**src/rtl/multicycle_controller_if.sv**
```systemverilog
// Control bundle between the multicycle controller and the RV32I datapath.
// The master modport is the controller side; the slave modport is the datapath side.
interface multicycle_controller_if;
  logic [6:0] op;
  logic [2:0] funct3;
  logic       funct7b5;
  logic       Zero;
  logic [1:0] ImmSrc;
  logic [1:0] ALUSrcA;
  logic [1:0] ALUSrcB;
  logic [1:0] ResultSrc;
  logic       AdrSrc;
  logic [2:0] ALUControl;
  logic       IRWrite;
  logic       PCWrite;
  logic       RegWrite;
  logic       MemWrite;
  logic       Illegal;
  logic [3:0] State;

  modport master (
    input  op, funct3, funct7b5, Zero,
    output ImmSrc, ALUSrcA, ALUSrcB, ResultSrc, AdrSrc, ALUControl,
           IRWrite, PCWrite, RegWrite, MemWrite, Illegal, State
  );

  modport slave (
    output op, funct3, funct7b5, Zero,
    input  ImmSrc, ALUSrcA, ALUSrcB, ResultSrc, AdrSrc, ALUControl,
           IRWrite, PCWrite, RegWrite, MemWrite, Illegal, State
  );
endinterface

```
**src/rtl/multicycle_controller.sv**
```systemverilog
// Moore FSM control unit for the multicycle RV32I core (lw, sw, R, I-ALU, beq, jal).
// All outputs are functions of state and instruction fields; Zero only reaches PCWrite.
module multicycle_controller (
  input  logic                           clk,
  input  logic                           reset,
  multicycle_controller_if.master        bus
);

  localparam logic [6:0] OP_LOAD  = 7'b0000011;
  localparam logic [6:0] OP_STORE = 7'b0100011;
  localparam logic [6:0] OP_RTYPE = 7'b0110011;
  localparam logic [6:0] OP_ITYPE = 7'b0010011;
  localparam logic [6:0] OP_BEQ   = 7'b1100011;
  localparam logic [6:0] OP_JAL   = 7'b1101111;

  typedef enum logic [3:0] {
    FETCH    = 4'd0,
    DECODE   = 4'd1,
    MEMADR   = 4'd2,
    MEMREAD  = 4'd3,
    MEMWB    = 4'd4,
    MEMWRITE = 4'd5,
    EXECUTER = 4'd6,
    EXECUTEI = 4'd7,
    ALUWB    = 4'd8,
    BEQ      = 4'd9,
    JAL      = 4'd10
  } state_t;

  state_t     state;
  state_t     state_next;
  logic [1:0] alu_op;
  logic [1:0] alu_src_a;
  logic [1:0] alu_src_b;
  logic [1:0] result_src;
  logic       adr_src;
  logic       ir_write;
  logic       reg_write;
  logic       mem_write;
  logic       pc_update;
  logic       branch;
  logic       illegal;
  logic [2:0] alu_control;
  logic [1:0] imm_src;

  always_ff @(posedge clk or posedge reset) begin
    if (reset) state <= FETCH;
    else       state <= state_next;
  end

  // Unused codes 11-15 fall into the default arm: all enables low, back to FETCH.
  always_comb begin
    state_next = FETCH;
    alu_op     = 2'b00;
    alu_src_a  = 2'b00;
    alu_src_b  = 2'b00;
    result_src = 2'b00;
    adr_src    = 1'b0;
    ir_write   = 1'b0;
    reg_write  = 1'b0;
    mem_write  = 1'b0;
    pc_update  = 1'b0;
    branch     = 1'b0;
    illegal    = 1'b0;
    case (state)
      FETCH: begin
        state_next = DECODE;
        ir_write   = 1'b1;
        alu_src_b  = 2'b10;
        result_src = 2'b10;
        pc_update  = 1'b1;
      end
      DECODE: begin
        alu_src_a = 2'b01;
        alu_src_b = 2'b01;
        case (bus.op)
          OP_LOAD, OP_STORE: state_next = MEMADR;
          OP_RTYPE:          state_next = EXECUTER;
          OP_ITYPE:          state_next = EXECUTEI;
          OP_BEQ:            state_next = BEQ;
          OP_JAL:            state_next = JAL;
          default:           illegal    = 1'b1;
        endcase
      end
      MEMADR: begin
        state_next = (bus.op == OP_LOAD) ? MEMREAD : MEMWRITE;
        alu_src_a  = 2'b10;
        alu_src_b  = 2'b01;
      end
      MEMREAD: begin
        state_next = MEMWB;
        adr_src    = 1'b1;
      end
      MEMWB: begin
        result_src = 2'b01;
        reg_write  = 1'b1;
      end
      MEMWRITE: begin
        adr_src   = 1'b1;
        mem_write = 1'b1;
      end
      EXECUTER: begin
        state_next = ALUWB;
        alu_src_a  = 2'b10;
        alu_op     = 2'b10;
      end
      EXECUTEI: begin
        state_next = ALUWB;
        alu_src_a  = 2'b10;
        alu_src_b  = 2'b01;
        alu_op     = 2'b10;
      end
      ALUWB: begin
        reg_write = 1'b1;
      end
      BEQ: begin
        alu_src_a = 2'b10;
        alu_op    = 2'b01;
        branch    = 1'b1;
      end
      JAL: begin
        state_next = ALUWB;
        alu_src_a  = 2'b01;
        alu_src_b  = 2'b10;
        pc_update  = 1'b1;
      end
      default: state_next = FETCH;
    endcase
  end

  // Subtract only for R-type (op[5]=1) with funct7b5 set; addi ignores instr[30].
  always_comb begin
    alu_control = 3'b000;
    case (alu_op)
      2'b01: alu_control = 3'b001;
      2'b10: begin
        case (bus.funct3)
          3'b000:  alu_control = ({bus.op[5], bus.funct7b5} == 2'b11) ? 3'b001 : 3'b000;
          3'b010:  alu_control = 3'b101;
          3'b110:  alu_control = 3'b011;
          3'b111:  alu_control = 3'b010;
          default: alu_control = 3'b000;
        endcase
      end
      default: alu_control = 3'b000;
    endcase
  end

  always_comb begin
    imm_src = 2'b00;
    case (bus.op)
      OP_STORE: imm_src = 2'b01;
      OP_BEQ:   imm_src = 2'b10;
      OP_JAL:   imm_src = 2'b11;
      default:  imm_src = 2'b00;
    endcase
  end

  assign bus.ImmSrc     = imm_src;
  assign bus.ALUSrcA    = alu_src_a;
  assign bus.ALUSrcB    = alu_src_b;
  assign bus.ResultSrc  = result_src;
  assign bus.AdrSrc     = adr_src;
  assign bus.ALUControl = alu_control;
  assign bus.IRWrite    = ir_write;
  assign bus.PCWrite    = pc_update | (branch & bus.Zero);
  assign bus.RegWrite   = reg_write;
  assign bus.MemWrite   = mem_write;
  assign bus.Illegal    = illegal;
  assign bus.State      = state;

endmodule

```
**src/flat_wrapper.sv**
```systemverilog
// flat-port wrapper written by rule: the top's interface ports become plain ports
module multicycle_controller_flat 
  (clk, reset, bus_op, bus_funct3, bus_funct7b5, bus_Zero, bus_ImmSrc, bus_ALUSrcA, bus_ALUSrcB, bus_ResultSrc, bus_AdrSrc, bus_ALUControl, bus_IRWrite, bus_PCWrite, bus_RegWrite, bus_MemWrite, bus_Illegal, bus_State);
  multicycle_controller_if bus_i ();
  input  logic clk;
  input  logic reset;
  input wire logic [$bits(bus_i.op)-1:0] bus_op;
  input wire logic [$bits(bus_i.funct3)-1:0] bus_funct3;
  input wire logic [$bits(bus_i.funct7b5)-1:0] bus_funct7b5;
  input wire logic [$bits(bus_i.Zero)-1:0] bus_Zero;
  output wire logic [$bits(bus_i.ImmSrc)-1:0] bus_ImmSrc;
  output wire logic [$bits(bus_i.ALUSrcA)-1:0] bus_ALUSrcA;
  output wire logic [$bits(bus_i.ALUSrcB)-1:0] bus_ALUSrcB;
  output wire logic [$bits(bus_i.ResultSrc)-1:0] bus_ResultSrc;
  output wire logic [$bits(bus_i.AdrSrc)-1:0] bus_AdrSrc;
  output wire logic [$bits(bus_i.ALUControl)-1:0] bus_ALUControl;
  output wire logic [$bits(bus_i.IRWrite)-1:0] bus_IRWrite;
  output wire logic [$bits(bus_i.PCWrite)-1:0] bus_PCWrite;
  output wire logic [$bits(bus_i.RegWrite)-1:0] bus_RegWrite;
  output wire logic [$bits(bus_i.MemWrite)-1:0] bus_MemWrite;
  output wire logic [$bits(bus_i.Illegal)-1:0] bus_Illegal;
  output wire logic [$bits(bus_i.State)-1:0] bus_State;
  assign bus_i.op = bus_op;
  assign bus_i.funct3 = bus_funct3;
  assign bus_i.funct7b5 = bus_funct7b5;
  assign bus_i.Zero = bus_Zero;
  assign bus_ImmSrc = bus_i.ImmSrc;
  assign bus_ALUSrcA = bus_i.ALUSrcA;
  assign bus_ALUSrcB = bus_i.ALUSrcB;
  assign bus_ResultSrc = bus_i.ResultSrc;
  assign bus_AdrSrc = bus_i.AdrSrc;
  assign bus_ALUControl = bus_i.ALUControl;
  assign bus_IRWrite = bus_i.IRWrite;
  assign bus_PCWrite = bus_i.PCWrite;
  assign bus_RegWrite = bus_i.RegWrite;
  assign bus_MemWrite = bus_i.MemWrite;
  assign bus_Illegal = bus_i.Illegal;
  assign bus_State = bus_i.State;
  multicycle_controller u_core (.clk(clk), .reset(reset), .bus(bus_i));
endmodule
```
**config.mk**
```make
export PLATFORM = sky130hd
export DESIGN_NAME = multicycle_controller_flat
export DESIGN_NICKNAME = d
export VERILOG_FILES = /design/src/rtl/multicycle_controller_if.sv /design/src/rtl/multicycle_controller.sv /design/src/flat_wrapper.sv
export SDC_FILE = /design/constraint.sdc
export NUM_CORES = 1
export LEC_CHECK = 0
export CAP_MARGIN = 20
export CORE_AREA = 8 8 53 51
export CTS_CLUSTER_SIZE = 25
export DETAILED_ROUTE_END_ITERATION = 7
export DIE_AREA = 0 0 61 59
export GPL_ROUTABILITY_DRIVEN = 0
export GPL_TIMING_DRIVEN = 1
export PLACE_DENSITY = 0.73
export RECOVER_POWER = 50
export SLEW_MARGIN = 10
export SYNTH_ARGS = -nofsm -noshare
export SYNTH_HDL_FRONTEND = slang
export SYNTH_SLANG_ARGS = --single-unit
export TNS_END_PERCENT = 10
```
**constraint.sdc**
```tcl
create_clock -name clk -period 1.7 [get_ports clk]
set_input_delay 0.255 -clock clk [delete_from_list [all_inputs] [get_ports clk]]
set_output_delay 0.255 -clock clk [all_outputs]
set_load 0.02 [all_outputs]
```
==> impl_results.md, run 1 <==
- Outcome: finished with violations
- Failing checks: setup timing
- Max reg flops: 4
- Syn Inst Count: 72
- Syn_nets: 88
- R2R setup slack: 120 ps
- First-pass GRT wire length: 3519 um
- Synthesized area per cell: 7.664 sq um
- PwrDens: 816.3 nW/um^2
- Initial Util: 0.3031
- Setup_tns: -856.1 ps
- Max-Cap Viols: 0
- PortBufs: 34
- DP Cell Count: 149
- Initial antenna violation count: 0
- Cts hold-fix bufs: 0
- Wire length per cell: 13.50 um
- Max Clock Freq: 526.5 MHz
- Largest net degree at the start of global routing: 14
- Crit. End Element: output port
- Unrepaired setup endpoints after global routing: true
- Worst skew pair latency: 230 ps
- Worst path slowest cell: dfrtp_2
- Detailed router's first-iteration violation count: 11
- Worst-Margin Slew: 316.5 ps
- CTS tree: built
- Io pins: 35
- Antenna diodes: 0
- CTS Buffer Depth: 2
- Finished Layout Cells: 157
- Layout cells sized above 1: 0.5379
- Drc violations: 0
- Die W: 61 um
- CP required: 1440 ps
- Crit path time final: 1899 ps
- Worst setup margin: -199.2 ps
- Die area: 3599 sq um
- Dpl cell area: 1094 sq um
- Worst Skew: 6.792 ps
- Hold Crit Class: primary input to asynchronous set/reset pin
- Finished Core Util: 0.6467
- Total clock buffers created by CTS: 3
- GRT Resource Usage Total: 0.1238
- Post-route cell area: 1177 sq um
- CP cell instances: nor2b_2, and2_4, inv_2, ha_4, nor2_2, and3_4, buf_6
- Gr ovfl total: 0
- Drt total wl: 2119 um
- Synth Flop Type: dfrtp_1
- Met3 WL: 109 um
- DR vias/cell: 4.904
- Layout area overhead: 113.4%
- Core Rows: 15
- CP max stage delay: 440 ps
- Vias in the first global route: 801
- Post-synth EDFFs: 0
- Top layer in use: met3
- Post-synthesis async set-or-reset flop share: 1.000
- Root Driver: clkbuf_4
- Most common cell after layout, fill and taps aside: buf_4
- Mapped Area: 551.8 sq um
- Post-DP HPWL: 1601 um
- TritonCTS Sinks: 4
- Synth warn: 0
- Cell leakage power: 0.5337 nW
- Distinct cells, synth: 37
- Tot Pwr: 961.1 uW
- Yosys reg bits: 4
- Post-DRT Antenna Nets: 0
- Final cycle utilization of the critical path: 1.117
- Worst path arrival time: 1640 ps
- DRT Pass-1 Iters: 4
- Largest fanout on the critical path: 5
- Peak supply drop: 0.6150 mV
- H-tree depth: 1
- Final-stage net count: 150
- Fin. max-slew vios: 0
- Most frequent cells in the layout: buf_4, clkdlybuf4s50_1, buf_2
- Setup crit start kind: register
- Kind of critical path: register to output port
- Count of final setup violators: 6
- Core footprint: 1821 sq um
- Die Height: 59 um
- Seq/Total Area, Yosys: 0.1814
- M1 WL: 879 um
- Relative slew slack: 0.7860
- Final Hold Fails: 0
- Reg clk slew, reported paths: 40 ps
- Vias: 770
- Metal2 WL: 1130 um
==> stage by stage <==
stage	setup WS, ps	hold WS (ps)
floorplan	-68.90	20.95
global placement	-488.0	440.6
detailed placement	-526.1	453.3
CTS	-184.6	207.0
global route	-264.2	347.5
finish	-199.2	344.1
==> cell usage after synthesis, drive strengths merged, types with 2 or more instances <==
cell	number	area, sq um
dfrtp	4	100.1
clkbuf	4	15.01
nor2b	3	18.77
nor3b	2	15.01
a21oi	2	10.01
nor4b	2	23.77
a211oi	2	15.01
o221a	2	22.52
inv	6	22.52
and3	2	12.51
nor4	3	18.77
ha	2	25.02
nor2	9	33.78
nand2b	3	18.77
o21ai	4	20.02
nor3	4	25.02
==> cell families (layout without fill, tap and decap cells) <==
kind of cell / Yosys count / after routing / share of synthesized area
fa+ha+maj: 2 / 2 / 0.04534
simple gates: 37 / 37 / 0.4308
xor+xnor: 2 / 2 / 0.03175
buf+inv: 11 / 71 / 0.08842
compound gates: 16 / 16 / 0.2222
flops: 4 / 4 / 0.1814
==> routing by layer <==
metal,up-vias,track usage
met4,0,0.05648
met3,0,0.02820
met5,-,0
li1,388,-
met2,21,0.2097
met1,361,0.1416
==> report_power, final <==
| part | total [mW] | leakage [nW] | internal, mW | switching [mW] |
|---|---|---|---|---|
| clock | 0.116 | 0.0138 | 0.0788 | 0.0369 |
| sequential | 0.133 | 0.0499 | 0.110 | 0.0236 |
| combinational | 0.712 | 0.470 | 0.342 | 0.370 |
| total | 0.961 | 0.534 | 0.531 | 0.430 |
==> worst max-delay path: cells and delay by family (launching register included) <==
family / cells / cell delay, ps
AND/OR/NAND/NOR: 4 / 580
flip-flops: 1 / 440
adder cells (fa/ha/maj): 1 / 240
buffers and inverters: 2 / 150
==> worst paths after layout <==
path,startpoint,end,depth (start not counted)
setup / recovery,u_core.bus.State[3],bus_ALUControl[2],7
hold / removal,reset,u_core.bus.State[2],2
setup reg to reg,u_core.bus.State[3],u_core.bus.State[1],4
hold reg to reg,u_core.bus.State[1],u_core.bus.State[3],2
max in group asynchronous,reset,u_core.bus.State[1],2
min in group clk,u_core.bus.State[1],u_core.bus.State[3],2
==> what timing repair did <==
action | 4_1_cts | 5_1_grt
gates resized for setup | 92 | 11
buffers inserted | 5 | 0
setup endpoints to repair | 17 | 16
pin swaps | 7 | 2
==> layout make-up <==
cell class                 instances  area, sq um
clock buffer                       3        22.52
sequential                         4        102.6
tap                               25        31.28
multi-input combinational         57        506.7
timing repair buffer              62        491.7
fill                             158        643.1
inverter                           6        22.52
Note: power is estimated with default switching activity, not from simulation.
==> run 2: changes to the inputs <==
--- a/config.mk
+++ b/config.mk
@@ -5,6 +5,7 @@
 export SDC_FILE = /design/constraint.sdc
 export NUM_CORES = 1
 export LEC_CHECK = 0
+export ABC_CLOCK_PERIOD_IN_PS = 1700
 export CAP_MARGIN = 20
 export CORE_AREA = 8 8 53 51
 export CTS_CLUSTER_SIZE = 25
==> results of run 2 <==
The final DEF is identical to that of run 1; final timing and power are the same.
